<file path="src/rtl/matrix_stream_host.sv">
// matrix_stream_host: packs streamed A/B words onto the matrix engine operand buses and streams the C result back out
module matrix_stream_host #(
    parameter int NUM_FIRST_ROW  = 2,
    parameter int NUM_FIRST_COL  = 2,
    parameter int NUM_SECOND_COL = 2
) (
    input  logic                                       clk,
    input  logic                                       rst,
    input  logic [31:0]                                in_data,
    input  logic                                       in_stb,
    output logic                                       in_ack,
    output logic [32*NUM_FIRST_ROW*NUM_FIRST_COL-1:0]  mat_in1,
    output logic [32*NUM_FIRST_COL*NUM_SECOND_COL-1:0] mat_in2,
    output logic                                       load,
    input  logic [32*NUM_FIRST_ROW*NUM_SECOND_COL-1:0] mat_out,
    input  logic                                       mat_out_ready,
    output logic                                       mat_out_ack,
    output logic [31:0]                                out_data,
    output logic                                       out_stb,
    input  logic                                       out_ack
);
    localparam int NA = NUM_FIRST_ROW * NUM_FIRST_COL;
    localparam int NB = NUM_FIRST_COL * NUM_SECOND_COL;
    localparam int NC = NUM_FIRST_ROW * NUM_SECOND_COL;
    localparam int NM = NA > NB ? (NA > NC ? NA : NC) : (NB > NC ? NB : NC);
    localparam int IW = NM > 1 ? $clog2(NM) : 1;
    typedef enum logic [2:0] {COLLECT_A, COLLECT_B, LAUNCH, WAIT_LOW, WAIT_RESULT, EMIT} state_t;
    state_t state, state_nx;
    logic [IW-1:0] idx;
    logic [32*NC-1:0] c_reg;
    logic xfer_in, xfer_out;
    assign in_ack      = rst && (state == COLLECT_A || state == COLLECT_B);
    assign load        = state == LAUNCH;
    assign mat_out_ack = state == WAIT_RESULT && mat_out_ready;
    assign out_stb     = state == EMIT;
    assign out_data    = out_stb ? c_reg[32*(NC-1-int'(idx)) +: 32] : '0;
    assign xfer_in     = in_stb && in_ack;
    assign xfer_out    = out_stb && out_ack;
    always_comb begin
        state_nx = state;
        case (state)
            COLLECT_A:   if (xfer_in && idx == IW'(NA-1)) state_nx = COLLECT_B;
            COLLECT_B:   if (xfer_in && idx == IW'(NB-1)) state_nx = LAUNCH;
            LAUNCH:      state_nx = WAIT_LOW;
            WAIT_LOW:    if (!mat_out_ready) state_nx = WAIT_RESULT;
            WAIT_RESULT: if (mat_out_ready) state_nx = EMIT;
            EMIT:        if (xfer_out && idx == IW'(NC-1)) state_nx = COLLECT_A;
            default:     state_nx = COLLECT_A;
        endcase
    end
    // element index e sits at the MSB end of each bus: bits [W-1-32e -: 32]
    always_ff @(posedge clk or negedge rst) begin
        if (!rst) begin
            state   <= COLLECT_A;
            idx     <= '0;
            mat_in1 <= '0;
            mat_in2 <= '0;
            c_reg   <= '0;
        end else begin
            state <= state_nx;
            idx   <= state_nx != state ? '0 : idx + IW'(xfer_in || xfer_out);
            if (xfer_in && state == COLLECT_A) mat_in1[32*(NA-1-int'(idx)) +: 32] <= in_data;
            if (xfer_in && state == COLLECT_B) mat_in2[32*(NB-1-int'(idx)) +: 32] <= in_data;
            if (mat_out_ack) c_reg <= mat_out;
        end
    end
endmodule
</file>
<file path="config.mk">
export PLATFORM = sky130hd
export DESIGN_NAME = matrix_stream_host
export DESIGN_NICKNAME = d
export VERILOG_FILES = /design/src/rtl/matrix_stream_host.sv
export SDC_FILE = /design/constraint.sdc
export NUM_CORES = 1
export LEC_CHECK = 0
export ABC_AREA = 0
export BUFFER_PORTS_ARGS = -buffer_cell sky130_fd_sc_hd__buf_2
export CAP_MARGIN = 20
export CORE_MARGIN = 1
export CORE_UTILIZATION = 58
export DETAILED_ROUTE_END_ITERATION = 8
export PLACE_DENSITY = 0.86
export SYNTH_ARGS = -nofsm -noshare
export SYNTH_HDL_FRONTEND = slang
export SYNTH_SLANG_ARGS = --single-unit
</file>
<file path="constraint.sdc">
create_clock -name clk -period 5.3 [get_ports clk]
set_input_delay 0.53 -clock clk [delete_from_list [all_inputs] [get_ports clk]]
set_output_delay 0.53 -clock clk [all_outputs]
set_load 0.02 [all_outputs]
</file>
==> metrics.csv <==
metric,value,unit
status,finished clean,
Fill cells,1891,
first-pass GRT wire length,71.9,mm
root buf cell,clkbuf_16,
critical path class,in -> reg,
clock skew,15.2,ps
total number of vias,11200,
synth-to-layout area growth,20.6,%
Ports,457,
core area,29900,um2
worst r2r src,idx[1]$_DFF_PN0_,
"Period Utilization, post-route",0.594,
commonest cells in the netlist,"dfrtp_1, mux2_4, and2_1, mux2_2, buf_6",
first-pass iteration count of the detailed router,4,
Setup TNS Final,0,ps
number of buffers added on ports,456,
# nets final,1705,
Final Max Slew Viols,0,
share of layout cells above drive strength 1,0.608,
Syn Std Cell Area,17700,um2
Syn. warnings,0,
hold path endpoint,c_reg[114]$_DFFE_PN0P_,
Synth area leader,dfrtp_1,
hpwl dp,32.3,mm
RSZ-0062 raised after global routing,false,
fin cells,1957,
Die W,177,um
r2r worst-path depth,7,
maximum clock rate,0.317,GHz
drt initial violations,742,
Fin. Hold Viols,0,
height of the die,177,um
Starting Density,0.593,
Max-cap violations,0,
GRT Residual Overflow,0,
element type at the critical path end,register,
area post-placement,20000,um2
PD cells,545,nW/um2
top cell type's share of synthesized area,0.550,
"top cells by area, synth","dfrtp_1, mux2_4, mux2_2",
"setup slack, reg-to-reg",2260,ps
TritonCTS Buffers,41,
worst r2r dst,mat_in2[81]$_DFFE_PN0P_,
final count of negative-setup-slack endpoints,0,
Unique masters post-synth,32,
GRT Total Usage,0.303,
number of global-route vias before repair,12200,
Post-Syn Area per Cell,16.2,um2
Lkg Pwr,11.4,nW
Hold Startpoint,mat_out[114],
critical path startpoint category,input port,
Post-DRT Antenna Nets,0,
fin area,21400,um2
ys async rst share,1.00,
CP required,5690,ps
largest net degree at the start of global routing,170,
overall routed net length,47.6,mm
Hold Slack,218,ps
Rel. slew slack,0.350,
"EDFF count, synth",0,
Clock transition at path regs,60,ps
Post-Syn Instances,1096,
die area,31200,um2
via/cell ratio,5.72,
Clock Sinks,389,
Mapped Nets,1266,
routed len/inst,24.3,um
Worst Hold Depth,2,
Peak supply drop,0.353,mV
GPL Wtd Cong,0.835,
initial antenna violation count,5,
main flop type after synthesis,dfrtp_1,
CP arrival,3540,ps
"Min Clock Period, post-route",3150,ps
Worst-Skew Late Latency,520,ps
Yosys reg bits,389,
Bufs on Longest Clock Path,3,
TritonCTS clock tree,done,
sequential fraction of the synthesis area,0.550,
CP max FO,76,
Slew @ Worst Pin,974,ps
Placed Cells,1879,
drt drc,0,
Hold Path Class,in -> reg,
Resized Gates After CTS,0,
most frequent cell after synthesis,dfrtp_1,
Cell Rows,63,
H-tree Lvls,2,
[cell usage in the layout, fill, tap and decap left out, drive strengths merged]
| cell | n |
|---|---|
| buf | 472 |
| dfrtp | 389 |
| mux2 | 384 |
| and2 | 128 |
| clkbuf | 61 |
| and3 | 42 |
| mux4 | 32 |
| clkinv | 10 |
| inv | 7 |
| ha | 5 |
| nor2 | 5 |
| nand2 | 4 |
| and3b | 4 |
| diode | 3 |
| nand3 | 2 |
| o21ai | 2 |
| a21oi | 2 |
| nor4 | 2 |
| nor3b | 2 |
| nor3 | 2 |
| nor2b | 1 |
| nand2b | 1 |
| or2 | 1 |
| a22oi | 1 |
| a221oi | 1 |
| or3b | 1 |
| a31oi | 1 |
| xnor2 | 1 |
| dlygate4sd3 | 1 |
[metrics by stage]
stage / util / worst slack (ps) / total power, mW
floorplan: - / 3100 / 7.43
global placement: 0.669 / 2320 / 8.62
detailed placement: 0.669 / 2270 / 8.83
CTS: 0.713 / 2180 / 11.7
global route: 0.715 / 2060 / 12.1
finish: 0.715 / 2150 / 11.6
[metal layers]
metal | GRT usage | vias up | wire length (um)
met2 | 0.512 | 531 | 23800
met1 | 0.360 | 5800 | 18000
met5 | 0 | - | 13
met4 | 0.140 | 2 | 2170
li1 | - | 4733 | -
met3 | 0.0818 | 137 | 3680
[layout make-up]
type,count,area [um2],area share
Clock inverter,11,62.6,0.00293
Sequential cell,389,9740,0.456
Multi-Input combinational cell,624,7310,0.342
Antenna cell,3,7.51,0.000351
Tap cell,390,488,0.0228
Clock buffer,61,1240,0.0582
Inverter,6,22.5,0.00105
Timing Repair Buffer,473,2490,0.116
[worst max path at each step]
| stage | cells past startpoint | endpoint | start | slack [ps] |
|---|---|---|---|---|
| 2_1_floorplan | 8 | mat_in1[34]$_DFFE_PN0P_ | idx[0]$_DFF_PN0_ | 3100 |
| 3_3_place_gp | 5 | mat_in1[65]$_DFFE_PN0P_ | rst | 2320 |
| 3_5_place_dp | 5 | mat_in1[65]$_DFFE_PN0P_ | rst | 2270 |
| 4_1_cts | 4 | out_data[19] | idx[0]$_DFF_PN0_ | 2180 |
| 5_1_grt | 6 | mat_in1[65]$_DFFE_PN0P_ | rst | 2060 |
| 6_report | 6 | mat_in1[65]$_DFFE_PN0P_ | rst | 2150 |
[what timing repair did]
action,4_1_cts,5_1_grt
buffers inserted,0,0
hold endpoints to repair,10,0
hold buffers,1,0
[logic make-up after synthesis]
kind of cell | count (synthesis) | synth area share
buffers and inverters | 83 | 0.0382
muxes | 416 | 0.336
adders and majority gates | 5 | 0.00353
DFF | 389 | 0.550
AOI/OAI and AO/OA | 7 | 0.00240
xor gates and xnor gates | 1 | 0.000495
and+or+nand+nor | 195 | 0.0702
[power by group]
part	internal [mW]	switching, mW
Combinational	2.07	2.28
Sequential	3.91	0.600
Clock	1.62	1.16
[worst max-delay path, stage by stage]
cell,delay (ps)
dlygate4sd3_1,570
buf_8,480
and3b_1,430
and3_2,500
buf_4,530
mux2_2,410
Power figures use the tool's default switching activity.
